`src/rtl/multiword_adder_seq.sv`:
```
// Multi-cycle wide adder: walks two WIDTH-bit operands through a CHUNK-bit adder
// one word per cycle, rippling the carry through a register between words.
module multiword_adder_seq #(
  parameter int WIDTH = 32,
  parameter int CHUNK = 4
) (
  input  logic             clk,
  input  logic             rst_n,
  input  logic             in_valid,
  output logic             in_ready,
  input  logic [WIDTH-1:0] a,
  input  logic [WIDTH-1:0] b,
  input  logic             cin,
  output logic             out_valid,
  input  logic             out_ready,
  output logic [WIDTH-1:0] sum,
  output logic             cout
);

  localparam int NCHUNK = WIDTH / CHUNK;
  localparam int CW     = (NCHUNK > 1) ? $clog2(NCHUNK) : 1;
  localparam logic [CW-1:0] LAST = CW'(NCHUNK - 1);

  typedef enum logic [1:0] {
    IDLE,
    RUN,
    DONE
  } state_t;

  state_t           r_state;
  logic [WIDTH-1:0] r_a;
  logic [WIDTH-1:0] r_b;
  logic [WIDTH-1:0] r_acc;
  logic             r_c;
  logic [CW-1:0]    r_cnt;

  logic [CHUNK:0]   w_chunk;
  logic [WIDTH-1:0] w_acc_next;

  assign w_chunk = {1'b0, r_a[CHUNK-1:0]} + {1'b0, r_b[CHUNK-1:0]} + {{CHUNK{1'b0}}, r_c};

  // New chunk enters at the top so that after NCHUNK shifts chunk 0 sits at the LSB.
  assign w_acc_next = (r_acc >> CHUNK) | (WIDTH'(w_chunk[CHUNK-1:0]) << (WIDTH - CHUNK));

  always_ff @(posedge clk or negedge rst_n) begin
    if (!rst_n) begin
      r_state   <= IDLE;
      r_a       <= '0;
      r_b       <= '0;
      r_acc     <= '0;
      r_c       <= 1'b0;
      r_cnt     <= '0;
      in_ready  <= 1'b1;
      out_valid <= 1'b0;
      sum       <= '0;
      cout      <= 1'b0;
    end else begin
      case (r_state)
        IDLE: begin
          if (in_valid) begin
            r_a      <= a;
            r_b      <= b;
            r_c      <= cin;
            r_cnt    <= '0;
            in_ready <= 1'b0;
            r_state  <= RUN;
          end
        end
        RUN: begin
          r_a   <= r_a >> CHUNK;
          r_b   <= r_b >> CHUNK;
          r_c   <= w_chunk[CHUNK];
          r_acc <= w_acc_next;
          r_cnt <= r_cnt + 1'b1;
          if (r_cnt == LAST) begin
            sum       <= w_acc_next;
            cout      <= w_chunk[CHUNK];
            out_valid <= 1'b1;
            r_state   <= DONE;
          end
        end
        DONE: begin
          // Return to IDLE only; a new op cannot be taken on the handoff edge.
          if (out_ready) begin
            out_valid <= 1'b0;
            in_ready  <= 1'b1;
            r_state   <= IDLE;
          end
        end
        default: r_state <= IDLE;
      endcase
    end
  end

endmodule

```
`config.mk`:
```
export PLATFORM = sky130hd
export DESIGN_NAME = multiword_adder_seq
export DESIGN_NICKNAME = d
export VERILOG_FILES = /design/src/rtl/multiword_adder_seq.sv
export SDC_FILE = /design/constraint.sdc
export NUM_CORES = 1
export LEC_CHECK = 0
export ABC_AREA = 1
export CAP_MARGIN = 10
export CORE_ASPECT_RATIO = 0.6
export CORE_UTILIZATION = 55
export CTS_CLUSTER_SIZE = 16
export DETAILED_ROUTE_END_ITERATION = 12
export GPL_TIMING_DRIVEN = 0
export PLACE_DENSITY = 0.89
export SLEW_MARGIN = 30
export SYNTH_ARGS = -nofsm -noshare
export SYNTH_HDL_FRONTEND = slang
export SYNTH_SLANG_ARGS = --single-unit
export TNS_END_PERCENT = 100
```
`constraint.sdc`:
```
create_clock -name clk -period 2.9 [get_ports clk]
set_input_delay 0.725 -clock clk [delete_from_list [all_inputs] [get_ports clk]]
set_output_delay 0.725 -clock clk [all_outputs]
set_load 0.02 [all_outputs]
```
==> out/results.tsv <==
stage	metric	value	unit
setup_path	cp_slowest_cell	clkdlybuf4s50_1	
finish	layout_commonest_cell	dfrtp_1	
yosys	ys_types	28	
grt	grt_pass1_vias	5056	
placed_design	dpl.cell_count	872	
die	fp-row-count	28	
placed_design	pre_cts_ws	795	ps
yosys	synth_nets	709	
yosys	postSynthAreaPerCell	9.13	µm²
timing	max_clock_freq	0.438	GHz
timing	final.setup.tns	0	ps
yosys	netlist.area_leader.share	0.572	
drt	ant_nets	0	
setup_path	required	2170	ps
clock_network	clk_latency	420	ps
drt	wl_met3	1510	µm
grt	grt_pass1_wl	25400	µm
timing	rsz0062_at_grt	no	
setup_path	worst-path-max-fanout	2	
power_and_ir_drop	p_per_area	1200	nW/µm²
yosys	netlist_area	5780	µm²
yosys	yosysWarnings	0	
yosys	syn_inst	633	
drt	vias	5176	
yosys	synth_top_cells_by_area	dfrtp_1, o21ai_1, nand2_1	
worst_hold_path	hold_path_class	in2async	
clock_network	cts_setup_buffers	0	
timing	finalHoldViolations	0	
drt	wl_met2	7090	µm
die	ios	104	
placed_design	portBuffers	103	
clock_network	cts_buffer_depth	2	
yosys	ys_ff_latch	133	
clock_network	ctsRootBufferMaster	clkbuf_16	
timing	fin_skew	5.73	ps
timing	fin_crit_sh	0.787	
setup_path	critPathCaptureType	output port	
setup_path	crit_type	reg2out	
power_and_ir_drop	peakVddDrop	0.000603	V
setup_path	slowest_delay	610	ps
grt	antenna_found_initial	0	
die	die_y	81.4	µm
setup_path	crit_chain	clkdlybuf4s50_1	
yosys	synth_area_leader_cell	dfrtp_1	
die	design.die.area	10900	µm²
yosys	synth_edf_count	0	
grt	gr-total-overflow	0	
clock_network	htree_levels	4	
timing	slew-limit-headroom	0.650	
run_status	status	finished clean	
yosys	ys_seq_area_frac	0.576	
finish	area_delta_synth_final	31.9	%
setup_path	arrival	1560	ps
die	core	10000	µm²
timing	setup_slack	618	ps
timing	setup_viol	0	
clock_network	ctsResizeCount	0	
finish	nFillCells	616	
clock_network	cts_tree	yes	
drt	drt-wirelength-per-cell	17.3	µm
clock_network	clk_pin_slew	50	ps
finish	num_antenna_cells	0	
yosys	ys.flop_type	dfrtp_1	
die	chipWidth	134	µm
drt	viasPerCell	5.73	
finish	layout_common_cells	dfrtp_1, clkdlybuf4s50_1, nand2_1, o21ai_1, nand3_1	
setup_path	cp.buffers_inverters	1	
timing	slew_violations	0	
drt	topRoutingLayerUsed	met4	
clock_network	cts_buffers	17	
finish	finalNonFillerCells	903	
clock_network	hold_buffers	0	
placed_design	gp_congestion	0.883	
drt	drtIter0Drc	522	
yosys	synthArstFlopShare	1.00	
clock_network	cts_sinks	133	
drt	wl_met1	6670	µm
timing	tightestPinTransition	525	ps
finish	nets	832	
grt	globalRouteTotalUtil	0.308	
die	start_util	0.577	
setup_path	critPathTopFamily	buffers and inverters	
power_and_ir_drop	leakage	3.45	nW
finish	layout-drive-gt1-share	0.124	
drt	wl	15600	µm
timing	post-route-min-period	2280	ps
job	max_cap_viol_count	0	
grt	grt_max_degree	78	
drt	drc	0	
setup_path	crit_path_start_kind	flop	
timing	whs	222	ps
placed_design	hpwl	10600	µm
drt	firstDrtPassIters	5	
[per-stage QoR]
| step | cell area, µm² | power [mW] | util |
|---|---|---|---|
| global placement | 6980 | 6.66 | 0.697 |
| finish | 7620 | 9.18 | 0.761 |
| CTS | 7620 | 9.14 | 0.761 |
| global route | 7620 | 9.74 | 0.761 |
| detailed placement | 7010 | 6.86 | 0.700 |
| floorplan | 5780 | 5.52 | - |
[state kept, by name, summed over array words and instances (netlist names), 2 cells and up]
register / count
r_acc: 28
r_b: 32
r_cnt: 3
r_state: 2
sum: 32
r_a: 32
[synthesized netlist by cell type, types with 2 or more instances]
cell type	number
nand2_4	2
o21ai_1	91
nor2_1	58
buf_2	25
inv_1	34
nand3_1	73
inv_2	2
dfrtp_1	132
clkbuf_2	4
nand2_2	2
buf_6	3
clkbuf_1	8
o21ai_2	18
nand2_1	100
o21ai_0	59
ha_1	5
buf_4	3
fa_1	2
a21oi_1	3
[cell families after synthesis]
group                    count (synthesis)  share of synthesized area
AND/OR/NAND/NOR                        238                      0.175
AO/OA/AOI/OAI                          173                      0.162
flip-flops                             133                      0.576
buffers and inverters                   81                     0.0671
adder cells (fa/ha/maj)                  7                     0.0178
XOR/XNOR                                 1                    0.00152
[layout make-up]
type,instances,area (µm²),share of cell area
Buffer,44,246,0.0323
Timing Repair Buffer,104,1060,0.140
Tap cell,135,169,0.0222
Sequential cell,133,3330,0.437
Inverter,37,141,0.0186
Clock buffer,22,484,0.0635
Multi-Input combinational cell,419,2060,0.271
Clock inverter,9,125,0.0164
[power by group]
group          total [mW]  internal (mW)  switching [mW]
Combinational        3.72           1.44            2.28
Sequential           3.26           2.72           0.544
Clock                2.20           1.43           0.766
[path summary, 6_finish.rpt]
kind | end | cells past startpoint | from | slack [ps]
max | in_ready | 1 | in_ready$_DFFE_PN1P_ | 620
min | sum[23]$_DFFE_PN0P_ | 1 | rst_n | 220
max reg2reg | r_acc[29]$_DFFE_PN0P_ | 4 | r_a[0]$_DFFE_PN0P_ | 1220
min reg2reg | sum[0]$_DFFE_PN0P_ | 2 | r_acc[4]$_DFFE_PN0P_ | 490
max in group asynchronous | in_ready$_DFFE_PN1P_ | 2 | rst_n | 1940
min in group clk | sum[0]$_DFFE_PN0P_ | 2 | r_acc[4]$_DFFE_PN0P_ | 490
[layer usage]
metal / vias up / track usage
met5: - / 0
met4: 0 / 0.110
met3: 33 / 0.0911
met2: 281 / 0.475
met1: 2511 / 0.418
li1: 2351 / -
Note: power is estimated with default switching activity, not from simulation.
